==> src/rtl/calc1_port_master.sv <==
// ---------------------------------------------------------------------------
// calc1_port_master
//
// Initiator for a single calc1 request/response port. An upstream agent hands
// over one complete operation (command + two operands) on a valid/ready
// handshake. The block then drives the two-cycle calc1 request sequence,
// waits for the port's response (or a timeout) and presents the captured
// result, together with its latency, on a second valid/ready handshake.
// Only one operation is ever outstanding on the port.
//
// Parameters
//   TIMEOUT : WAIT cycles without a response before giving up (1..2^CNT_W-1)
//   CNT_W   : width of the wait/latency counter
//
// Ports
//   c_clk, reset              clock (rising edge), async active-high reset
//   op_valid/op_ready         upstream operation handshake
//   op_cmd, op_data1/2        operation command and operands
//   req_cmd_out/req_data_out  request drive into calc1
//   out_resp/out_data         response from calc1
//   res_valid/res_ready       downstream result handshake
//   res_resp/res_data         captured response code and data
//   res_latency               cycles from the operand-2 cycle to the response
//   res_timeout               operation ended by timeout
//   err_spurious              sticky: response seen with nothing outstanding
// ---------------------------------------------------------------------------
module calc1_port_master #(
  parameter int TIMEOUT = 64,
  parameter int CNT_W   = 8
) (
  input  logic             c_clk,
  input  logic             reset,
  input  logic             op_valid,
  output logic             op_ready,
  input  logic [3:0]       op_cmd,
  input  logic [31:0]      op_data1,
  input  logic [31:0]      op_data2,
  output logic [3:0]       req_cmd_out,
  output logic [31:0]      req_data_out,
  input  logic [1:0]       out_resp,
  input  logic [31:0]      out_data,
  output logic             res_valid,
  input  logic             res_ready,
  output logic [1:0]       res_resp,
  output logic [31:0]      res_data,
  output logic [CNT_W-1:0] res_latency,
  output logic             res_timeout,
  output logic             err_spurious
);

  localparam logic [CNT_W-1:0] TIMEOUT_C = CNT_W'(TIMEOUT);

  typedef enum logic [2:0] {
    IDLE  = 3'd0,
    SEND1 = 3'd1,
    SEND2 = 3'd2,
    WAIT  = 3'd3,
    DONE  = 3'd4
  } state_t;

  state_t state;
  state_t state_next;

  logic [31:0]      data2_q;
  logic [CNT_W-1:0] cnt;
  logic [CNT_W-1:0] cnt_plus;
  logic [CNT_W-1:0] cnt_sat_inc;
  logic             resp_seen;
  logic             timeout_hit;

  // cnt_plus wraps only when cnt is all ones; since TIMEOUT >= 1 the
  // wrapped value can never match, so no false timeout is possible.
  assign cnt_plus    = cnt + CNT_W'(1);
  assign cnt_sat_inc = (cnt == '1) ? cnt : cnt_plus;
  assign resp_seen   = (out_resp != 2'd0);
  assign timeout_hit = (cnt_plus == TIMEOUT_C);

  // State register
  always_ff @(posedge c_clk or posedge reset) begin
    if (reset) begin
      state <= IDLE;
    end else begin
      state <= state_next;
    end
  end

  // Next-state logic. A response wins over a timeout on the same edge, which
  // falls out naturally because both lead to DONE and the datapath below
  // checks the response first.
  always_comb begin
    state_next = state;
    unique case (state)
      IDLE: begin
        if (op_valid) begin
          state_next = (op_cmd == 4'd0) ? DONE : SEND1;
        end
      end
      SEND1: state_next = SEND2;
      SEND2: state_next = WAIT;
      WAIT: begin
        if (resp_seen || timeout_hit) begin
          state_next = DONE;
        end
      end
      DONE: begin
        if (res_ready) begin
          state_next = IDLE;
        end
      end
      default: state_next = IDLE;
    endcase
  end

  // Handshake outputs depend only on the state
  always_comb begin
    op_ready  = (state == IDLE);
    res_valid = (state == DONE);
  end

  // Request drive, counter and result capture. The request registers are
  // loaded on the accept edge so the command/operand-1 beat appears in the
  // very first cycle after accept.
  always_ff @(posedge c_clk or posedge reset) begin
    if (reset) begin
      req_cmd_out  <= 4'd0;
      req_data_out <= 32'd0;
      data2_q      <= 32'd0;
      cnt          <= '0;
      res_resp     <= 2'd0;
      res_data     <= 32'd0;
      res_latency  <= '0;
      res_timeout  <= 1'b0;
      err_spurious <= 1'b0;
    end else begin
      unique case (state)
        IDLE: begin
          if (op_valid) begin
            if (op_cmd != 4'd0) begin
              req_cmd_out  <= op_cmd;
              req_data_out <= op_data1;
              data2_q      <= op_data2;
            end else begin
              // A no-op never touches the port and completes with a
              // zeroed result.
              res_resp    <= 2'd0;
              res_data    <= 32'd0;
              res_latency <= '0;
              res_timeout <= 1'b0;
            end
          end
        end
        SEND1: begin
          req_cmd_out  <= 4'd0;
          req_data_out <= data2_q;
        end
        SEND2: begin
          req_cmd_out  <= 4'd0;
          req_data_out <= 32'd0;
          cnt          <= '0;
        end
        WAIT: begin
          if (resp_seen) begin
            res_resp    <= out_resp;
            res_data    <= out_data;
            res_latency <= cnt_plus;
            res_timeout <= 1'b0;
          end else begin
            cnt <= cnt_sat_inc;
            if (timeout_hit) begin
              res_resp    <= 2'd0;
              res_data    <= 32'd0;
              res_latency <= TIMEOUT_C;
              res_timeout <= 1'b1;
            end
          end
        end
        DONE: begin
        end
        default: begin
        end
      endcase

      // Any response outside WAIT has no matching request
      if (resp_seen && (state != WAIT)) begin
        err_spurious <= 1'b1;
      end
    end
  end

endmodule
==> config.mk <==
export PLATFORM = sky130hd
export DESIGN_NAME = calc1_port_master
export DESIGN_NICKNAME = d
export VERILOG_FILES = /design/src/rtl/calc1_port_master.sv
export SDC_FILE = /design/constraint.sdc
export NUM_CORES = 1
export LEC_CHECK = 0
export BUFFER_PORTS_ARGS = -buffer_cell sky130_fd_sc_hd__clkbuf_2
export CAP_MARGIN = 20
export CORE_MARGIN = 2
export CORE_UTILIZATION = 50
export DETAILED_ROUTE_END_ITERATION = 8
export PLACE_DENSITY_LB_ADDON = 0.08
export SETUP_SLACK_MARGIN = 0.05
export SLEW_MARGIN = 20
export SYNTH_ARGS = -nofsm -noshare
export SYNTH_HDL_FRONTEND = slang
export SYNTH_SLANG_ARGS = --single-unit
export TNS_END_PERCENT = 30
==> constraint.sdc <==
create_clock -name c_clk -period 5.4 [get_ports c_clk]
set_input_delay 0.27 -clock c_clk [delete_from_list [all_inputs] [get_ports c_clk]]
set_output_delay 0.27 -clock c_clk [all_outputs]
set_load 0.01 [all_outputs]
==> qor.yml <==
run_status:
  status: "complete, no violations"
sta:
  setup_tns_ps: 0
  finalCriticalPeriod_ps: 2248
  rsz0062_at_grt: "false"
  clock_skew_ps: 9.786
  fmax_ghz: 0.4448
  finalHoldViolations: 0
  maxSlewHeadroom: 0.4364
  setup_viol_count_final: 0
  post-route-period-util: 0.4163
  maxSlewViolCount: 0
  tightest_slew_ps: 845.5
logic_synthesis:
  ys_types: 43
  avgSynthCellArea_sq_um: 11.33
  synthFlopType: "dfrtp_1"
  syn_area_sq_um: 5269
  ys_warn_count: 0
  synth_nets: 572
  synthArstFlopShare: 1.000
  ys_seq_area_frac: 0.5842
  yosys_register_bits: 123
  synth_edf_count: 0
  synthCells: 465
clock_tree:
  cts_max_level: 4
  cts-root-buf: "clkbuf_8"
  cts_setup_buffers: 0
  cts_sinks: 123
  clk_latency_ps: 510
  clk_pin_slew_ps: 60
  cts_hold_buf: 83
  cts_buffer_depth: 2
  cts_resized: 0
  cts_buffers: 17
  cts_tree: "done"
drt:
  drcViolationCount: 0
  wl_per_cell_um: 17.21
  vias: 4830
  ant_nets: 0
  via_per_inst: 5.526
  wl_um: 15040
  drtIter0Drc: 450
  drt-pass1-iter-count: 8
power:
  pwr_density_cell_nw_per_um2: 526.0
  p_leak_nw: 3.813
  ir_worst_vdd_v: 0.0002728
floorplan:
  start_util: 0.5127
  die_w_um: 106.7
  io-pin-count: 188
  num_rows: 37
  dieArea_sq_um: 11370
  die_y_um: 106.7
  core-area_sq_um: 10280
finish:
  area_delta_synth_final_pct: 45.71
  layout_commonest_cell: "clkbuf_2"
  utilization: 0.7470
  final_nets: 832
  layout_common_cells: "clkbuf_2, dfrtp_1, dlygate4sd3_1"
  fill_cells: 746
  insertedDiodeCount: 0
  drive_gt1_frac: 0.3631
global_routing:
  overflow: 0
  grt_max_degree: 69
  grt_pass1_wl_um: 23770
  first_global_vias: 4941
  antenna_found_initial: 0
  track_usage: 0.2683
placement:
  dp_hpwl_um: 8792
  portBuffers: 187
  routabilityCongestion: 0.8056
flow_run:
  maxCapViolCount: 0
hold_path:
  hp-class: "in -> reg"
worst_setup_path:
  critPathLaunchType: "input pin"
  setup.worst_path.end_class: "register"
  path_max_fanout: 68
  worstPathArrival_ps: 2630
  critPathKind: "in -> reg"
  required_ps: 5780
## path summary, 6_finish.rpt
check | slack [ps] | depth (start not counted) | to | start
worst max-delay path | 3150 | 7 | req_data_out[14]$_DFFE_PP0P_ | op_cmd[1]
min in group asynchronous | 440 | 3 | req_data_out[6]$_DFFE_PP0P_ | reset
worst min register to register | 480 | 1 | err_spurious$_DFFE_PP0P_ | err_spurious$_DFFE_PP0P_
worst min-delay path | 20 | 3 | res_data[8]$_DFFE_PP0P_ | out_data[8]
max in group asynchronous | 3610 | 4 | data2_q[19]$_DFFE_PP0P_ | reset
worst max register to register | 3270 | 4 | data2_q[6]$_DFFE_PP0P_ | state[0]$_DFFE_PP0P_
## area by class of cell
cell class / count / area (sq um) / share of cell area
Clock buffer: 19 / 431.7 / 0.05623
Clock inverter: 13 / 143.9 / 0.01874
Inverter: 36 / 137.6 / 0.01793
Multi-Input combinational cell: 269 / 1889 / 0.2461
Sequential cell: 123 / 3078 / 0.4009
Tap cell: 136 / 170.2 / 0.02216
Timing Repair Buffer: 278 / 1827 / 0.2379
## routing by layer
metal / GRT usage / vias to the layer above / part of all wire
met1: 0.3156 / 2350 / 0.40
met2: 0.4627 / 211 / 0.51
met4: 0.1187 / 0 / 0.028
met3: 0.07052 / 37 / 0.058
li1: - / 2232 / -
met5: 0 / - / 0
## Yosys cell counts (3+ instances only)
cell type / number / share of area
a22oi_1: 41 / 0.058
xnor2_1: 4 / 0.0066
inv_1: 36 / 0.026
a222oi_1: 32 / 0.061
nor2_1: 8 / 0.0057
nor3_1: 5 / 0.0047
o31ai_1: 5 / 0.0071
o21ai_0: 45 / 0.043
a22o_1: 4 / 0.0066
mux2_2: 32 / 0.068
nand2_1: 55 / 0.039
buf_2: 15 / 0.014
nand3_1: 4 / 0.0038
clkbuf_1: 18 / 0.013
and2_1: 4 / 0.0047
dfrtp_1: 123 / 0.58
buf_6: 3 / 0.0064
## sequential cells by signal (all words and copies together) (netlist names)
signal	count
cnt	8
res_resp	2
res_timeout	1
state	3
data2_q	32
res_latency	8
res_data	32
req_data_out	32
req_cmd_out	4
err_spurious	1
## critical path: stages
cell           delay, ps
dlygate4sd3_1        540
clkbuf_2             120
or4_4                550
and3_2               210
buf_4                340
a222oi_1             450
inv_1                100
## kinds of logic after synthesis
family / after synthesis / synth area share
AOI/OAI and AO/OA: 143 / 0.2014
xor gates and xnor gates: 6 / 0.009974
adders and majority gates: 1 / 0.002374
buffers and inverters: 73 / 0.05984
DFF: 123 / 0.5842
muxes: 32 / 0.06839
and+or+nand+nor: 87 / 0.07386
## power by group
group	switching, mW	internal (mW)	total (mW)
Combinational	0.757	0.632	1.39
Sequential	0.265	1.30	1.56
Clock	0.417	0.671	1.09
## stage by stage
step	hold WS, ps	instance area [sq um]	power, mW	cells	setup slack (ps)
after detailed placement	420.2	6271	2.885	759	3294
after floorplan	365.8	5269	2.404	465	1859
final	17.45	7677	4.039	874	3152
after CTS	0.3879	7677	4.029	874	3260
after global placement	412.0	6271	2.821	759	3372
after global routing	14.11	7677	4.278	874	3129
(Power assumes the default switching activity.)
